$ cat src/rtl/muldiv_unit_pkg.sv
// muldiv_unit_pkg: op and FSM encodings for the multiply/divide unit, plus
// the ALU-control funct codes for the HI/LO instruction group.
package muldiv_unit_pkg;
    localparam logic [1:0] OP_MULT  = 2'b00;
    localparam logic [1:0] OP_MULTU = 2'b01;
    localparam logic [1:0] OP_DIV   = 2'b10;
    localparam logic [1:0] OP_DIVU  = 2'b11;

    localparam logic [5:0] FUNCT_MFHI  = 6'h10;
    localparam logic [5:0] FUNCT_MTHI  = 6'h11;
    localparam logic [5:0] FUNCT_MFLO  = 6'h12;
    localparam logic [5:0] FUNCT_MTLO  = 6'h13;
    localparam logic [5:0] FUNCT_MULT  = 6'h18;
    localparam logic [5:0] FUNCT_MULTU = 6'h19;
    localparam logic [5:0] FUNCT_DIV   = 6'h1A;
    localparam logic [5:0] FUNCT_DIVU  = 6'h1B;

    typedef enum logic [1:0] {
        S_IDLE = 2'd0,
        S_RUN  = 2'd1,
        S_DONE = 2'd2
    } state_e;

    function automatic logic op_is_div(input logic [1:0] op);
        return op[1];
    endfunction

    function automatic logic op_is_signed(input logic [1:0] op);
        return !op[0];
    endfunction
endpackage

$ cat src/rtl/muldiv_unit_addsub33.sv
// addsub33: adder/subtractor with carry out; when subtracting, cout=1 means no borrow.
module addsub33 #(
    parameter int W = 33
) (
    input  logic [W-1:0] x,
    input  logic [W-1:0] y,
    input  logic         sub,
    output logic [W-1:0] s,
    output logic         cout
);
    assign {cout, s} = {1'b0, x} + {1'b0, sub ? ~y : y} + {{W{1'b0}}, sub};
endmodule

$ cat src/rtl/muldiv_unit.sv
// muldiv_unit: iterative shift-add multiply / restoring divide for MULT, MULTU,
// DIV and DIVU, one step per cycle, feeding the HI/LO registers.
module muldiv_unit
    import muldiv_unit_pkg::*;
#(
    parameter int WIDTH = 32
) (
    input  logic             clk,
    input  logic             reset,
    input  logic             start,
    input  logic [1:0]       op,
    input  logic [WIDTH-1:0] a,
    input  logic [WIDTH-1:0] b,
    input  logic             cancel,
    output logic             busy,
    output logic             done,
    output logic             hilo_wen,
    output logic [WIDTH-1:0] hi,
    output logic [WIDTH-1:0] lo
);
    localparam int CW = $clog2(WIDTH);

    state_e             state_q, state_d;
    logic [CW-1:0]      cnt_q, cnt_d;
    logic [1:0]         op_q, op_d;
    logic               neg_q, neg_d, asgn_q, asgn_d, dz_q, dz_d;
    logic [WIDTH-1:0]   opb_q, opb_d, hi_q, hi_d, lo_q, lo_d;
    logic [2*WIDTH-1:0] acc_q, acc_d, step, prod;
    logic [WIDTH:0]     ax, ay, sum;
    logic [WIDTH-1:0]   amag, quo, rem;
    logic               cout, div_op;

    // Upper half of acc is the partial product / remainder, lower half holds
    // the multiplier or dividend bits and fills with product / quotient bits.
    assign div_op = op_is_div(op_q);
    assign ax     = div_op ? {acc_q[2*WIDTH-1:WIDTH], acc_q[WIDTH-1]} : {1'b0, acc_q[2*WIDTH-1:WIDTH]};
    assign ay     = {1'b0, opb_q};

    addsub33 #(.W(WIDTH + 1)) u_addsub (
        .x    (ax),
        .y    (ay),
        .sub  (div_op),
        .s    (sum),
        .cout (cout)
    );

    assign step = div_op ? (cout ? {sum[WIDTH-1:0], acc_q[WIDTH-2:0], 1'b1}
                                 : {ax[WIDTH-1:0], acc_q[WIDTH-2:0], 1'b0})
                         : (acc_q[0] ? {sum, acc_q[WIDTH-1:1]} : {1'b0, acc_q[2*WIDTH-1:1]});
    assign prod = neg_q ? -step : step;
    assign quo  = dz_q ? '1 : (neg_q ? -step[WIDTH-1:0] : step[WIDTH-1:0]);
    assign rem  = asgn_q ? -step[2*WIDTH-1:WIDTH] : step[2*WIDTH-1:WIDTH];
    assign amag = (op_is_signed(op) && a[WIDTH-1]) ? -a : a;

    always_comb begin
        state_d = state_q;
        cnt_d   = cnt_q;
        op_d    = op_q;
        neg_d   = neg_q;
        asgn_d  = asgn_q;
        dz_d    = dz_q;
        opb_d   = opb_q;
        acc_d   = acc_q;
        hi_d    = hi_q;
        lo_d    = lo_q;
        case (state_q)
            S_IDLE: if (start && !cancel) begin
                state_d = S_RUN;
                cnt_d   = '0;
                op_d    = op;
                neg_d   = op_is_signed(op) && (a[WIDTH-1] ^ b[WIDTH-1]);
                asgn_d  = op_is_signed(op) && a[WIDTH-1];
                dz_d    = (b == '0);
                opb_d   = (op_is_signed(op) && b[WIDTH-1]) ? -b : b;
                acc_d   = {{WIDTH{1'b0}}, amag};
            end
            S_RUN: if (cancel) begin
                state_d = S_IDLE;
            end else begin
                acc_d = step;
                cnt_d = cnt_q + CW'(1);
                if (cnt_q == CW'(WIDTH - 1)) begin
                    state_d = S_DONE;
                    hi_d    = div_op ? rem : prod[2*WIDTH-1:WIDTH];
                    lo_d    = div_op ? quo : prod[WIDTH-1:0];
                end
            end
            default: state_d = S_IDLE;
        endcase
    end

    always_ff @(posedge clk or negedge reset) begin
        if (!reset) begin
            state_q <= S_IDLE;
            cnt_q   <= '0;
            op_q    <= '0;
            neg_q   <= 1'b0;
            asgn_q  <= 1'b0;
            dz_q    <= 1'b0;
            opb_q   <= '0;
            acc_q   <= '0;
            hi_q    <= '0;
            lo_q    <= '0;
        end else begin
            state_q <= state_d;
            cnt_q   <= cnt_d;
            op_q    <= op_d;
            neg_q   <= neg_d;
            asgn_q  <= asgn_d;
            dz_q    <= dz_d;
            opb_q   <= opb_d;
            acc_q   <= acc_d;
            hi_q    <= hi_d;
            lo_q    <= lo_d;
        end
    end

    assign busy     = (state_q != S_IDLE);
    assign done     = (state_q == S_DONE);
    assign hilo_wen = done;
    assign hi       = hi_q;
    assign lo       = lo_q;
endmodule

$ cat config.mk
export PLATFORM = sky130hd
export DESIGN_NAME = muldiv_unit
export DESIGN_NICKNAME = d
export VERILOG_FILES = /design/src/rtl/muldiv_unit_pkg.sv /design/src/rtl/muldiv_unit_addsub33.sv /design/src/rtl/muldiv_unit.sv
export SDC_FILE = /design/constraint.sdc
export NUM_CORES = 1
export LEC_CHECK = 0
export CAP_MARGIN = 20
export CORE_UTILIZATION = 50
export DETAILED_ROUTE_END_ITERATION = 16
export GPL_TIMING_DRIVEN = 0
export PLACE_DENSITY = 0.71
export SYNTH_ARGS = -nofsm -noshare
export SYNTH_HDL_FRONTEND = slang
export SYNTH_SLANG_ARGS = --single-unit
$ cat constraint.sdc
create_clock -name clk -period 11.4 [get_ports clk]
set_input_delay 2.28 -clock clk [delete_from_list [all_inputs] [get_ports clk]]
set_output_delay 2.28 -clock clk [all_outputs]
set_load 0.02 [all_outputs]
==> impl_metrics.py <==
metrics = {
    "synth": {
        "synth_flop_cell": "dfrtp_1",
        "synth.avg_cell_area_um2": 8.184,
        "ys_seq_area_share_pct": 30.59,
        "synth-seq-cells": 171,
        "synthCells": 1709,
        "syn_nets": 1817,
        "yosysTopAreaCellShare_pct": 30.59,
        "synth_most_common_cell": "nand2_1",
        "async_flop_share_pct": 100.0,
        "yosys.cell_types.count": 96,
        "synth-edff-count": 0,
        "synth_top_area_cell": "dfrtp_1",
        "synth_commonest_cells": "nand2_1, o21ai_0, dfrtp_1",
        "ys_warn_count": 0,
        "syn_area_um2": 13990,
        "synthTopCellsByArea": "dfrtp_1, o21ai_0, xor2_1",
    },
    "grt": {
        "grt_max_degree": 123,
        "antenna_found_initial": 1,
        "grt_pass1_vias": 13036,
        "grt_overflow": 0,
        "grt.total_usage_pct": 33.25,
        "grt_pass1_wl_um": 74040,
    },
    "timing": {
        "setup_viol": 0,
        "fmax_ghz": 0.09261,
        "final-hold-violation-count": 0,
        "min_period_ns": 10.80,
        "grt_setup_unrepaired": "false",
        "slew_headroom_pct": 33.69,
        "clock_skew_ns": 0.01818,
        "finalCritPeriodShare_pct": 94.72,
        "tightest_slew_ns": 0.9910,
        "slew_violations": 0,
    },
    "pwr": {
        "power.static_leakage_nw": 6.821,
        "ir_drop_mv": 0.1098,
        "fin_total_pwr_w": 0.003816,
        "power.density_nw_per_um2": 231.5,
    },
    "worst_setup_path": {
        "cp_max_fo": 19,
        "path_depth": 33,
        "crit_buf_inv": 14,
        "cp_slowest_stage_delay_ns": 0.66,
        "r2r-start": "op_q[1]",
        "crit_path_start": "op_q[1]",
        "required_ns": 11.78,
        "slowest_stage": "a2111oi_0",
        "critPathLaunchType": "flop",
        "ff2ff_path_depth": 33,
        "cp_top_family": "buffers and inverters",
        "critPathKind": "flop to flop",
        "crit_top_cell": "buf_2",
        "cp.arrival_ns": 11.18,
        "crit_path_end_kind": "flop",
    },
    "outcome": {
        "status": "complete, no violations",
    },
    "floorplan": {
        "core_um2": 27180,
        "io_pins": 137,
        "fp.dieH_um": 169.3,
        "die_w_um": 169.3,
        "initial_core_util_pct": 51.47,
        "dieArea_um2": 28650,
        "rows": 60,
    },
    "route": {
        "drtIter0Drc": 1754,
        "drc_errors": 0,
        "postRouteAntennaNets": 0,
        "firstDrtPassIters": 7,
        "avgViaCountPerCell": 6.335,
        "wl_per_cell_um": 21.03,
        "dr_total_vias": 14254,
        "wl_um": 47310,
    },
    "cells_and_area": {
        "design_area_um2": 16480,
        "area_growth_syn_to_layout_pct": 17.85,
        "drive_above_1_share_pct": 7.881,
        "antenna-diode-count": 0,
        "nets": 1973,
    },
    "cts": {
        "cts.sinks": 171,
        "max-clock-path-buffers": 2,
        "clock_latency_ns": 0.45,
        "htreeDepth": 4,
        "cts_root_buf": "clkbuf_16",
        "cts.reportedPaths.clkPinSlew_ns": 0.09,
        "cts_hold_buf": 0,
        "cts_tree": "done",
        "cts_buffers": 17,
    },
    "worst_hold_path": {
        "worstHoldStart": "hi[12]",
        "hold_path_depth": 2,
        "min_path_type": "flop to flop",
    },
    "place": {
        "placed_area_um2": 15850,
        "hpwl_um": 36860,
        "portBuffers": 136,
        "gp_congestion": 0.9719,
    },
    "run": {
        "cap_violations": 0,
    },
}
[stage by stage]
step	worst slack, ns	hold WS, ns	setup TNS, ns	utilization [%]	cells
final	0.6018	0.4813	0	60.65	2250
after CTS	0.02140	0.4869	0	60.61	2251
after floorplan	3.345	0.4436	0	-	1709
after global placement	-0.02979	0.4633	-0.06231	58.19	2217
after global routing	0.3451	0.5093	0	60.65	2250
after detailed placement	-0.01134	0.4700	-0.01512	58.33	2219
[logic make-up after synthesis]
kind of cell / share of synthesized area (%)
AOI/OAI and AO/OA: 26.26
and+or+nand+nor: 19.13
xor gates and xnor gates: 10.83
DFF: 30.59
buffers and inverters: 4.267
muxes: 5.457
adders and majority gates: 3.453
[power breakdown]
group	total [W]	switching (W)	internal, W
Combinational	0.00235	0.00152	0.000829
Clock	0.000623	0.000322	0.000300
Sequential	0.000843	0.000136	0.000706
Total	0.00382	0.00198	0.00184
[cells in the final DEF (no fill, tap or decap), drive strengths merged, types with 9 or more instances in the layout]
cell type      netlist  layout
or4                 11      11
ha                  37      37
nor2               133     133
o21bai              10      10
nor3                41      41
xnor2               76      76
and3                10      10
nor3b                9       9
nand4               16      16
o211ai              15      15
o22a                32      32
a21oi              113     113
mux2                42      42
o21ai              186     186
a21o                19      19
clkbuf              73      91
nor2b               10      10
a31oi               22      22
a211oi              14      14
clkdlybuf4s50        0     135
nand3               33      33
inv                 34      41
nand2              222     222
o31ai               22      22
o41ai               15      15
or3                 18      18
dfrtp              171     171
nor4                15      15
buf                 35      35
xor2                97      97
a22o                20      20
mux2i               29      29
[routing by layer]
layer  part of all wire, %  up-vias  track usage [%]  wire length, um
li1                      -     6565                -                -
met1                    45     6784            48.41            21230
met2                    42      802            48.36            19940
met3                    11      103            7.486             4994
met4                   2.4        0            10.89             1146
met5                     0        -                0                0
[flip-flops by register name, summed over array words and instances, names as in the netlist]
register  flops
asgn_q        1
acc_q        64
cnt_q         5
opb_q        32
neg_q         1
state_q       2
op_q          1
hi           32
dz_q          1
lo           32
[final cells by class]
class	count	area (um2)
inverters	35	131.4
fillers	2493	10690
flip-flops and latches	171	4279
multi-input cells	1395	9123
repair buffers	138	1399
plain buffers	107	473.0
clock buffers	17	425.4
clock inverters	15	187.7
well taps	372	465.4
[timing repair]
item / 4_1_cts / 5_1_grt
setup endpoints to repair: 4 / 8
setup buffers: 0 / 0
resized for setup: 2 / 7
[worst paths after layout]
| path | end | slack, ns |
|---|---|---|
| max in group asynchronous | acc_q[52] | 8.71 |
| setup reg to reg | hi[30] | 0.60 |
| setup / recovery | hi[30] | 0.60 |
| hold / removal | hi[12] | 0.48 |
| hold reg to reg | hi[12] | 0.48 |
| min in group asynchronous | cnt_q[4] | 1.71 |
[worst min-delay path, stage by stage (launching register included)]
cell,delay (ns)
dfrtp_1,0.34
nand2_1,0.05
o21ai_0,0.06
(Power assumes the default switching activity.)
